### src/rtl/hadamard_pkg.sv
// hadamard_pkg: shared types and defaults for the hadamard small-float datapath.
package hadamard_pkg;
   typedef enum logic {ST_COLLECT, ST_EMIT} state_t;
   localparam int EXP_W_DEF = 4;
   localparam int ZERO_SHIFT_DEF = 9;
endpackage

### src/rtl/exp_offset_calc.sv
// exp_offset_calc: per-lane right-shift offset relative to the block maximum exponent.
module exp_offset_calc import hadamard_pkg::*; #(
   parameter int EXP_W = EXP_W_DEF,
   parameter int ZERO_SHIFT = ZERO_SHIFT_DEF
) (
   input  logic [EXP_W-1:0] exp,
   input  logic [EXP_W-1:0] max,
   output logic [EXP_W-1:0] offset
);
   assign offset = (exp == '0) ? EXP_W'(ZERO_SHIFT) : max - exp;
endmodule

### src/rtl/exp_align_sched.sv
// exp_align_sched: buffers a block of 2-lane exponent beats, then replays them with
// per-lane shift offsets relative to the block maximum exponent.
module exp_align_sched import hadamard_pkg::*; #(
   parameter int EXP_W = EXP_W_DEF,
   parameter int BLOCK_LEN = 8,
   parameter int ZERO_SHIFT = ZERO_SHIFT_DEF,
   localparam int CNT_W = $clog2(BLOCK_LEN) + 1
) (
   input  logic               clk,
   input  logic               rst_n,
   input  logic               flush,
   input  logic               in_valid,
   output logic               in_ready,
   input  logic [2*EXP_W-1:0] in_exp,
   input  logic               in_last,
   output logic               out_valid,
   input  logic               out_ready,
   output logic [2*EXP_W-1:0] out_offset,
   output logic [EXP_W-1:0]   out_max,
   output logic               out_last,
   output logic [CNT_W-1:0]   out_idx
);
   localparam int AW = $clog2(BLOCK_LEN);
   state_t state, state_n;
   logic [CNT_W-1:0] count, nxt_idx;
   logic [EXP_W-1:0] max_r, lane_max, new_max, calc_max;
   logic [2*EXP_W-1:0] mem [BLOCK_LEN];
   logic [2*EXP_W-1:0] calc_exp, nxt_offset;
   logic accept, close, hs, done;
   assign in_ready = state == ST_COLLECT;
   assign accept = in_valid & in_ready;
   assign close = accept & (in_last | count == CNT_W'(BLOCK_LEN - 1));
   assign hs = out_valid & out_ready;
   assign done = hs & out_last;
   assign nxt_idx = out_idx + CNT_W'(1);
   assign lane_max = (in_exp[2*EXP_W-1:EXP_W] > in_exp[EXP_W-1:0]) ? in_exp[2*EXP_W-1:EXP_W] : in_exp[EXP_W-1:0];
   assign new_max = (lane_max > max_r) ? lane_max : max_r;
   assign out_max = max_r;
   // On the closing beat, beat 0 may be the one still on the input bus.
   assign calc_exp = in_ready ? ((count == '0) ? in_exp : mem[0]) : mem[nxt_idx[AW-1:0]];
   assign calc_max = in_ready ? new_max : max_r;
   for (genvar l = 0; l < 2; l++) begin : g_lane
      exp_offset_calc #(.EXP_W(EXP_W), .ZERO_SHIFT(ZERO_SHIFT)) u_calc (
         .exp    (calc_exp[l*EXP_W +: EXP_W]),
         .max    (calc_max),
         .offset (nxt_offset[l*EXP_W +: EXP_W])
      );
   end
   always_ff @(posedge clk or negedge rst_n)
      if (!rst_n) state <= ST_COLLECT;
      else state <= state_n;
   always_comb begin
      state_n = state;
      if (flush) state_n = ST_COLLECT;
      else if (close) state_n = ST_EMIT;
      else if (done) state_n = ST_COLLECT;
   end
   always_ff @(posedge clk)
      if (accept && !flush) mem[count[AW-1:0]] <= in_exp;
   // During emit, count holds the latched block length.
   always_ff @(posedge clk or negedge rst_n)
      if (!rst_n) {count, max_r, out_valid, out_offset, out_last, out_idx} <= '0;
      else if (flush || done) {count, max_r, out_valid, out_offset, out_last, out_idx} <= '0;
      else if (accept) begin
         count <= count + CNT_W'(1);
         max_r <= new_max;
         if (close) begin
            out_valid <= 1'b1;
            out_offset <= nxt_offset;
            out_idx <= '0;
            out_last <= count == '0;
         end
      end else if (hs) begin
         out_idx <= nxt_idx;
         out_offset <= nxt_offset;
         out_last <= nxt_idx == count - CNT_W'(1);
      end
endmodule

### config.mk
export PLATFORM = sky130hd
export DESIGN_NAME = exp_align_sched
export DESIGN_NICKNAME = d
export VERILOG_FILES = /design/src/rtl/hadamard_pkg.sv /design/src/rtl/exp_offset_calc.sv /design/src/rtl/exp_align_sched.sv
export SDC_FILE = /design/constraint.sdc
export NUM_CORES = 1
export LEC_CHECK = 0
export ABC_AREA = 1
export ABC_CLOCK_PERIOD_IN_PS = 2460
export BUFFER_PORTS_ARGS = -buffer_cell sky130_fd_sc_hd__buf_2
export CAP_MARGIN = 15
export CORE_ASPECT_RATIO = 1.1
export CORE_MARGIN = 5
export CORE_UTILIZATION = 44
export DETAILED_ROUTE_END_ITERATION = 6
export PLACE_DENSITY = 0.7
export SYNTH_ARGS = -nofsm -noshare
export SYNTH_HDL_FRONTEND = slang
export SYNTH_SLANG_ARGS = --single-unit
### constraint.sdc
create_clock -name clk -period 2.46 [get_ports clk]
set_input_delay 0.369 -clock clk [delete_from_list [all_inputs] [get_ports clk]]
set_output_delay 0.369 -clock clk [all_outputs]
set_load 0.05 [all_outputs]
==> results by group, run 1 <==
Floorplanning
  • I/O Pins: 33
  • Initial Util: 0.443
  • Core Area: 10,200 um^2
  • DIE WIDTH: 107 um
  • # rows: 39
  • Die Ht: 117 um
  • DIE AREA: 12,500 um^2

Critical path
  • Crit Path Class: in -> reg
  • CP endpoint kind: flip-flop
  • Crit path largest cell delay: 280 ps
  • Worst path required time: 2690 ps
  • Crit start category: primary input
  • CP max-delay cell: ha_4
  • Worst Path Max Fanout: 8
  • CP Data Arrival Time: 3590 ps
  • Cell mode on critical path: nand2_2

Pwr
  • Clock Power Share: 0.254
  • Leakage power: 2.63 nW
  • Pwr Total: 5.20 mW
  • PwrDens: 858 nW/um^2
  • Sw Ratio: 0.349
  • Peak supply drop: 0.433 mV
  • P_sw: ~1.8 mW
  • Sequential Power Share: 0.330
  • Comb pwr share: 0.415
  • Internal: 3.39 mW

Timing
  • Final worst path period need: 3360 ps
  • F_max: 298 MHz
  • Final hold viol count: 0
  • Worst-Margin Slew: 536 ps
  • Final Cycle Share: 1.37
  • Final Max Slew Viols: 0
  • # setup viols final: 9
  • Total Neg Setup Slack: -6170 ps
  • Min Hold Slack: 7.44 ps
  • Worst setup margin: -901 ps
  • Clock skew: about 6.4 ps
  • RSZ-0062 raised after global routing: true
  • Relative slew slack: 0.642

Yosys
  • Complex-gate fraction of the synthesized area: 0.0669
  • Yosys cell types: 32
  • Syn nets: about 520
  • Synth Cell Area: between 4000 and 5000 um^2
  • Top FF cell, synth: edfxtp_1
  • Post-Synth Adder-Cell Area: 0.0584
  • Synthesized area per cell: roughly 9.4 um^2
  • Combinational family with the most area after synthesis: simple AND/OR/NAND/NOR gates
  • Post-synth EDFFs: 64
  • Warnings from Yosys: 0
  • Synth Area in Simple Gates: 0.246
  • Register area share after synthesis: 0.550
  • Synth async-reset ratio: 0.264
  • Synth Instances: around 490
  • Mux cell area share after synthesis: 0
  • Seq cells post-synth: 87
  • Synth Area in XOR/XNOR: 0.0116

Route
  • Vias post-DR: 3,868
  • Vias per cell: 5.33
  • DR DRC count: 0
  • Drt pass-1 iters: 5
  • Final ANT Viol Nets: 0
  • WL per Instance: 16.3 um
  • Iter 0 DRT Violations: approximately 340
  • Final wirelength: 11,800 um

Outcome
  • Failing checks: setup timing
  • Status: complete, but fails checks

Clocking
  • Num Clock Sinks: 87
  • CTS clk-pin slew, worst paths: 60 ps
  • Skew-Pair Late Insertion Delay: 330 ps
  • Clock root cell: clkbuf_16
  • # H-tree levels: 3
  • CTS tree: done
  • Num CTS Buffers: 9
  • Clk buf depth: 2

Global route
  • Gr ovfl total: 0
  • Vias in the first global route: 3,807
  • GR Util All Layers: 0.192
  • First-pass GRT wire length: 18,500 um
  • Maximum number of pins on one net before global-route repair: 36
  • Initial antenna violation count: 0

Place
  • IO Port Bufs: 32
  • Placed Instances: 697
  • Routability congestion estimate: roughly 0.84
  • Final HPWL DP: 8300 um

Layout
  • Final Non-Filler Cells: 726
  • Area growth, synth to finish: 33.5%
  • Layout Nets: 634
  • Diodes inserted: 0
  • Proportion of layout cells with a drive suffix above 1: 0.353

Worst hold path
  • Hold Path Class: in -> async

Run
  • Max_cap viols: 0
-- worst max-delay path, delay by kind of cell --
family                     cells  cell delay (ps)
buffers and inverters          7              520
and+or+nand+nor               17             1130
adders and majority gates      3              750
AOI/OAI and AO/OA              5              800
-- repair_timing --
item	in CTS	in global routing
gates resized for setup	32	30
buffers inserted	10	5
hold buffers	0	0
endpoints found under the setup margin	8	9
pin swaps	29	24
-- cell families after synthesis --
kind of cell             Yosys count
buffers and inverters             65
XOR/XNOR                           6
flip-flops                        87
adder cells (fa/ha/maj)           20
AO/OA/AOI/OAI                     54
AND/OR/NAND/NOR                  253
-- sequential cells by signal, indices dropped and copies added (netlist names) --
register and flops:
mem 64, out_offset 8, count 4, out_idx 4
out_max 4, out_last 1, out_valid 1, state 1
-- final timing paths --
check | cells past startpoint | endpoint | slack [ps] | startpoint
setup reg to reg | 22 | out_offset[7]$_DFFE_PN0P_ | -260 | out_max[3]$_DFFE_PN0P_
max in group asynchronous | 1 | out_idx[1]$_DFFE_PN0P_ | 2090 | rst_n
hold / removal | 1 | out_offset[0]$_DFFE_PN0P_ | 7 | rst_n
setup / recovery | 32 | out_offset[7]$_DFFE_PN0P_ | -900 | in_exp[3]
min in group clk | 2 | state$_DFFE_PN0P_ | 300 | flush
hold reg to reg | 2 | out_offset[7]$_DFFE_PN0P_ | 470 | out_offset[7]$_DFFE_PN0P_
-- power groups by stage --
stage | Combinational, mW | Clock [mW] | Sequential, mW
3_5_place_dp | 1.59 | 0 | 1.75
2_1_floorplan | 0.793 | 0 | 2.01
6_report | 2.16 | 1.32 | 1.72
4_1_cts | 1.85 | 1.34 | 1.72
3_3_place_gp | 1.54 | 0 | 1.74
5_1_grt | 2.33 | 1.40 | 1.73
-- cell usage in the layout, fill, tap and decap left out, types with 2 or more instances in the layout --
cell and count:
a21oi_1 9, a21oi_2 2, a21oi_4 3, buf_12 2, buf_2 26, buf_4 82
buf_6 6, clkbuf_16 9, clkinv_4 3, dfrtp_1 23, edfxtp_1 64, ha_1 8
ha_4 9, inv_1 34, inv_2 13, inv_4 3, nand2_1 126, nand2_2 25
nand3_1 69, nand3_2 6, nand3_4 2, nor2_1 13, nor2_2 4, nor2_4 2
nor3_1 3, o21ai_0 12, o21ai_1 9, o21ai_2 4, o22ai_1 6, o31ai_1 4
xnor2_1 2, xor2_1 4
-- layout make-up --
cell class	instances	area [um^2]
clock buffer	9	225
clock inverter	5	61.3
fill	801	4180
inverter	52	220
multi-input combinational	333	2040
sequential	87	2500
tap	123	154
timing repair buffer	117	868
-- synth_stat cells, types with 4 or more instances --
cell type  instances  area, um^2
buf_6              6        67.6
nand2_1          143         537
nand3_1           74         370
nand2_2           10        62.6
a21oi_1           12        60.1
o21ai_1            9        45.0
o31ai_1            4        30.0
xor2_1             4        35.0
nor2_1            16        60.1
buf_2              4        20.0
dfrtp_1           23         576
inv_1             40         150
edfxtp_1          64        1920
inv_2             10        37.5
o22ai_1            6        37.5
ha_1              18         225
o21ai_0           17        85.1
-- through the flow --
stage / instance area (um^2) / utilization / setup WS (ps)
6_report: 6070 / 0.592 / -901
5_1_grt: 6070 / 0.592 / -1100
4_1_cts: 5870 / 0.573 / -689
3_5_place_dp: 5380 / 0.525 / -1260
3_3_place_gp: 5380 / 0.525 / -1110
2_1_floorplan: 4640 / - / -837
-- layer usage --
layer	share of wire	up-vias	wire length [um]	track usage
li1	-	1873	-	-
met1	0.41	1838	4850	0.227
met2	0.52	131	6180	0.349
met3	0.042	26	499	0.0321
met4	0.024	0	278	0.0801
met5	0	-	0	0
(Power assumes the default switching activity.)
==> inputs of run 2 (changes only) <==
--- a/config.mk
+++ b/config.mk
@@ -9,11 +9,13 @@
 export ABC_CLOCK_PERIOD_IN_PS = 2460
 export BUFFER_PORTS_ARGS = -buffer_cell sky130_fd_sc_hd__buf_2
 export CAP_MARGIN = 15
+export CELL_PAD_IN_SITES_DETAIL_PLACEMENT = 1
+export CELL_PAD_IN_SITES_GLOBAL_PLACEMENT = 1
 export CORE_ASPECT_RATIO = 1.1
 export CORE_MARGIN = 5
-export CORE_UTILIZATION = 44
+export CORE_UTILIZATION = 42
 export DETAILED_ROUTE_END_ITERATION = 6
-export PLACE_DENSITY = 0.7
+export PLACE_DENSITY = 0.81
 export SYNTH_ARGS = -nofsm -noshare
 export SYNTH_HDL_FRONTEND = slang
 export SYNTH_SLANG_ARGS = --single-unit
==> results by group, run 2 (synthesized netlist as in run 1, its figures left out) <==
Timing
  • Relative slew slack: 0.612
  • Final Max Slew Viols: 0
  • Final hold viol count: 0
  • RSZ-0062 raised after global routing: true
  • Final Cycle Share: 1.45
  • Total Neg Setup Slack: -6650 ps
  • Min Hold Slack: roughly 8.9 ps
  • Final worst path period need: 3580 ps
  • Clock skew: ~9.2 ps
  • F_max: 280 MHz
  • Worst-Margin Slew: 583 ps
  • Worst setup margin: -1120 ps
  • # setup viols final: 10

Clocking
  • Num Clock Sinks: just under 90
  • Num CTS Buffers: 9
  • Clock root cell: clkbuf_16
  • Skew-Pair Late Insertion Delay: 350 ps
  • Hold-fix buffers, CTS: 0
  • Clk buf depth: 2
  • CTS clk-pin slew, worst paths: 70 ps
  • # H-tree levels: 3
  • CTS tree: done

Layout
  • Fin util: 0.577
  • Area of the multi-input gates: 2040 um^2
  • Flip-flop and latch area: about 2500 um^2
  • Diodes inserted: 0
  • Final Non-Filler Cells: 741
  • Proportion of layout cells with a drive suffix above 1: 0.361
  • Most common cell after layout, fill and taps aside: nand2_1
  • Most frequent cells in the layout: nand2_1, buf_4, nand3_1, edfxtp_1, inv_1
  • Area growth, synth to finish: 33.2%
  • Max FFs per register: 64
  • Fillcell total: about 1,200
  • Layout Nets: 627

Critical path
  • Crit start category: primary input
  • Crit Path Class: in -> reg
  • CP endpoint kind: flip-flop
  • CP endpoint: out_offset[7]$_DFFE_PN0P_
  • Worst Path Max Fanout: 8
  • Reg2Reg Setup Slack: -510 ps
  • CP Data Arrival Time: roughly 3800 ps
  • Critical path depth in cells: 28
  • Worst R2R Path Depth: 21
  • Cell mode on critical path: nand2_2
  • Worst path required time: 2700 ps
  • Kind of cell adding the most delay to the critical path: compound AO/OA/AOI/OAI gates
  • RR Startpoint: out_max[2]$_DFFE_PN0P_
  • Terminus of the critical flop-to-flop path: out_offset[7]$_DFFE_PN0P_
  • Buf+Inv Stages, Crit Path: 5
  • Crit path from: in_exp[3]
  • Crit path largest cell delay: 270 ps
  • CP max-delay cell: ha_4

Place
  • Routability congestion estimate: 0.814
  • IO Port Bufs: 32
  • Final HPWL DP: 9720 um
  • Placed Instances: 713
  • Pre-CTS setup slack: -1380 ps

Route
  • DR DRC count: 0
  • Final wirelength: 15,200 um
  • Final ANT Viol Nets: 0
  • Drt pass-1 iters: 5
  • WL per Instance: around 21 um
  • Iter 0 DRT Violations: between 200 and 250
  • Vias post-DR: ~4,000
  • Vias per cell: between 5 and 6

Outcome
  • Failing checks: setup timing
  • Status: complete, but fails checks

Floorplanning
  • Core Area: 10,500 um^2
  • Die Ht: 119 um
  • I/O Pins: 33
  • DIE WIDTH: 109 um
  • Initial Util: 0.433
  • DIE AREA: 13,000 um^2
  • # rows: 39

Run
  • Max_cap viols: 0

Global route
  • Vias in the first global route: between 4,000 and 5,000
  • Initial antenna violation count: 0
  • First-pass GRT wire length: 23,400 um
  • GR Util All Layers: 0.239
  • Maximum number of pins on one net before global-route repair: 36
  • Gr ovfl total: 0

Pwr
  • Peak supply drop: about 0.6 mV
  • PwrDens: 900 nW/um^2
  • Leakage power: 2.60 nW

Worst hold path
  • Hold Path Class: in -> async
-- run 2: cell types whose count changed in the layout (fill, tap and decap cells not counted), sizes merged --
cell / previous run / this run
buf: 117 / 110
inv: 52 / 57
clkinv: 4 / 1
-- run 2: layout make-up --
type | instances | share of cell area
clock inverters | 7 | 0.0141
well taps | 143 | 0.0296
flip-flops and latches | 87 | 0.412
repair buffers | 110 | 0.134
clock buffers | 9 | 0.0372
multi-input cells | 333 | 0.336
inverters | 52 | 0.0364
-- run 2: what timing repair did --
item,CTS,global route
endpoints found under the hold margin,0,0
endpoints found under the setup margin,10,12
resized for setup,37,32
setup buffers,8,4
pin swaps,28,23
-- run 2: worst register-to-register path, cell delays in order (launching register included) --
cell and delay, ps:
dfrtp_1 370, inv_1 90, ha_1 300, nand2_2 70
inv_2 50, nand2_2 60, a21oi_4 200, inv_2 90
nand2_2 90, o21ai_4 80, o21ai_4 250, buf_6 140
ha_4 210, nand2_4 60, nor2_2 40, a211oi_2 230
nand3b_1 190, nand2_2 110, nand3_2 80, nand3_2 60
nand2_1 60, nand2_1 40
-- run 2: through the flow --
stage	cell area [um^2]	total power, mW
after detailed placement	5380	3.37
after global placement	5380	3.28
after global routing	6050	5.67
final	6050	5.45
after CTS	5910	5.11
after floorplan	4640	2.80
-- run 2: worst min path at each step --
| stage | start | end | slack (ps) | cells after the start |
|---|---|---|---|---|
| after floorplan | rst_n | count[0]$_DFFE_PN0P_ | 70 | 0 |
| after global placement | rst_n | out_offset[4]$_DFFE_PN0P_ | 380 | 1 |
| after detailed placement | rst_n | out_offset[4]$_DFFE_PN0P_ | 390 | 1 |
| after CTS | rst_n | out_idx[2]$_DFFE_PN0P_ | 20 | 1 |
| after global routing | rst_n | out_max[1]$_DFFE_PN0P_ | 50 | 1 |
| final | rst_n | out_max[1]$_DFFE_PN0P_ | 9 | 1 |
-- run 2: per-layer routing --
layer / track usage / routed length [um] / vias to the layer above
met5: 0 / 0 / -
met4: 0.111 / 656 / 0
met3: 0.0552 / 886 / 54
met2: 0.423 / 7790 / 164
met1: 0.269 / 5900 / 1990
li1: - / - / 1853
-- run 2: power breakdown --
group | switching [mW] | internal [mW]
combinational | 1.38 | 0.882
clock | 0.656 | 0.814
sequential | 0.0507 | 1.67
total | 2.09 | 3.36
==> inputs of run 3 (changes only) <==
--- a/config.mk
+++ b/config.mk
@@ -6,16 +6,16 @@
 export NUM_CORES = 1
 export LEC_CHECK = 0
 export ABC_AREA = 1
-export ABC_CLOCK_PERIOD_IN_PS = 2460
+export ABC_CLOCK_PERIOD_IN_PS = 4200
 export BUFFER_PORTS_ARGS = -buffer_cell sky130_fd_sc_hd__buf_2
 export CAP_MARGIN = 15
 export CELL_PAD_IN_SITES_DETAIL_PLACEMENT = 1
 export CELL_PAD_IN_SITES_GLOBAL_PLACEMENT = 1
 export CORE_ASPECT_RATIO = 1.1
 export CORE_MARGIN = 5
-export CORE_UTILIZATION = 42
+export CORE_UTILIZATION = 44
 export DETAILED_ROUTE_END_ITERATION = 6
-export PLACE_DENSITY = 0.81
+export PLACE_DENSITY = 0.82
 export SYNTH_ARGS = -nofsm -noshare
 export SYNTH_HDL_FRONTEND = slang
 export SYNTH_SLANG_ARGS = --single-unit
==> constraint.sdc (replaced) <==
create_clock -name clk -period 4.2 [get_ports clk]
set_input_delay 0.63 -clock clk [delete_from_list [all_inputs] [get_ports clk]]
set_output_delay 0.63 -clock clk [all_outputs]
set_load 0.05 [all_outputs]
==> results by group, run 3 (synthesized netlist as in run 1, its figures left out) <==
Clocking
  • Clock root cell: clkbuf_16
  • Num CTS Buffers: 9
  • Clk buf depth: 2
  • CTS clk-pin slew, worst paths: ~70 ps
  • # H-tree levels: 3
  • CTS tree: done
  • Num Clock Sinks: between 80 and 90
  • Skew-Pair Late Insertion Delay: 350 ps

Floorplanning
  • DIE AREA: 12,500 um^2
  • Die Ht: 117 um
  • # rows: 39
  • Core Area: 10,200 um^2
  • Initial Util: 0.443
  • I/O Pins: 33
  • DIE WIDTH: about 110 um

Route
  • Drt pass-1 iters: 4
  • Iter 0 DRT Violations: approximately 220
  • Final ANT Viol Nets: 0
  • Vias post-DR: 3,638
  • Vias per cell: 5.52
  • DR DRC count: 0
  • Final wirelength: 12,300 um
  • WL per Instance: 18.7 um

Global route
  • First-pass GRT wire length: between 20,000 and 25,000 um
  • GR Util All Layers: 0.213
  • Initial antenna violation count: 0
  • Met1 GRT Util: 0.242
  • Met3 Usage GRT: 0.0431
  • Maximum number of pins on one net before global-route repair: 37
  • Vias in the first global route: 3,928
  • Gr ovfl total: 0
  • Busiest grt layer: met2
  • Met2 Usage GRT: 0.391

Critical path
  • CP Data Arrival Time: 4180 ps
  • Crit path largest cell delay: a little under 300 ps
  • CP endpoint kind: flip-flop
  • CP max-delay cell: ha_1
  • Crit start category: primary input
  • Worst Path Max Fanout: 9
  • Worst path required time: 4440 ps
  • Worst R2R Path Depth: 15
  • Crit Path Class: in -> reg
  • Cell mode on critical path: nand2_1

Timing
  • Relative slew slack: 0.389
  • Clock skew: 5.49 ps
  • F_max: 254 MHz
  • Final Max Slew Viols: 0
  • Final worst path period need: 3940 ps
  • Final hold viol count: 0
  • Worst-Margin Slew: approximately 900 ps
  • RSZ-0062 raised after global routing: false
  • Final Cycle Share: 0.938
  • # setup viols final: 0

Run
  • Max_cap viols: 0

Pwr
  • Peak supply drop: 0.417 mV
  • PwrDens: 515 nW/um^2
  • Leakage power: about 2.2 nW
  • Pwr Total: 2.67 mW

Layout
  • Fin util: 0.506
  • Most common cell after layout, fill and taps aside: nand2_1
  • Final instance area: 5190 um^2
  • Proportion of layout cells with a drive suffix above 1: 0.183
  • Layout Nets: 565
  • Diodes inserted: 0
  • Most frequent cells in the layout: nand2_1, nand3_1, edfxtp_1, inv_1, buf_2
  • Fillcell total: 1,183
  • Area growth, synth to finish: 14.1%
  • Max FFs per register: 64

Place
  • Final HPWL DP: approximately 8700 um
  • IO Port Bufs: 32
  • Area after DPL: slightly below 5000 um^2
  • Routability congestion estimate: between 0.8 and 0.9

Outcome
  • Status: complete, no violations

Worst hold path
  • Hold Path Class: in -> async
-- run 3: cell types whose count changed in the layout (fill, tap and decap cells not counted), moves of 4 or more --
cell,before,now
buf_4,78,16
nand2_1,121,142
nand2_2,29,11
ha_1,8,18
inv_1,32,40
buf_2,25,32
ha_4,7,0
inv_2,15,10
nand3_1,69,74
nand3_2,7,2
buf_6,4,0
-- run 3: per-stage QoR --
step / setup TNS, ps / setup WS (ps) / hold WS [ps] / std cells
final: 0 / 261 / 256 / 659
after global routing: 0 / 16.3 / 299 / 659
after CTS: 0 / 44.5 / 270 / 657
after detailed placement: -257 / -243 / 457 / 641
after global placement: -26.5 / -26.5 / 453 / 641
after floorplan: 0 / 424 / 334 / 485
-- run 3: where the power goes --
part,internal (mW),switching (mW),leakage (nW)
logic,0.274,0.580,1.21
registers,0.977,0.0380,0.886
clock network,0.421,0.379,0.141
-- run 3: path summary, 6_finish.rpt --
kind	start	endpoint	slack, ps
worst max-delay path	in_exp[4]	out_offset[7]$_DFFE_PN0P_	260
worst min-delay path	rst_n	out_offset[7]$_DFFE_PN0P_	260
worst max register to register	out_idx[1]$_DFFE_PN0P_	out_offset[7]$_DFFE_PN0P_	1150
worst min register to register	out_offset[7]$_DFFE_PN0P_	out_offset[7]$_DFFE_PN0P_	480
max in group asynchronous	rst_n	out_max[0]$_DFFE_PN0P_	3590
min in group clk	out_offset[7]$_DFFE_PN0P_	out_offset[7]$_DFFE_PN0P_	480
-- run 3: timing repair --
item                                    CTS  global route
setup buffers                             0             2
endpoints found under the setup margin    0             2
hold buffers                              0             0
resized for setup                         0             7
-- run 3: final cells by class --
type                       instances  area, um^2  area share
timing repair buffer              48         280      0.0540
clock inverter                     7        73.8      0.0142
tap                              123         154      0.0297
inverter                          52         200      0.0386
sequential                        87        2500       0.482
multi-input combinational        333        1760       0.338
clock buffer                       9         225      0.0434
-- run 3: layer usage --
layer / vias up / share of wire
li1: 1725 / -
met1: 1812 / 0.41
met2: 73 / 0.54
met3: 28 / 0.030
met4: 0 / 0.027
met5: - / 0
-- run 3: worst max-delay path, delay by kind of cell --
family	cells	cell delay, ps
AO/OA/AOI/OAI	5	850
adder cells (fa/ha/maj)	3	760
buffers and inverters	5	540
AND/OR/NAND/NOR	16	1400
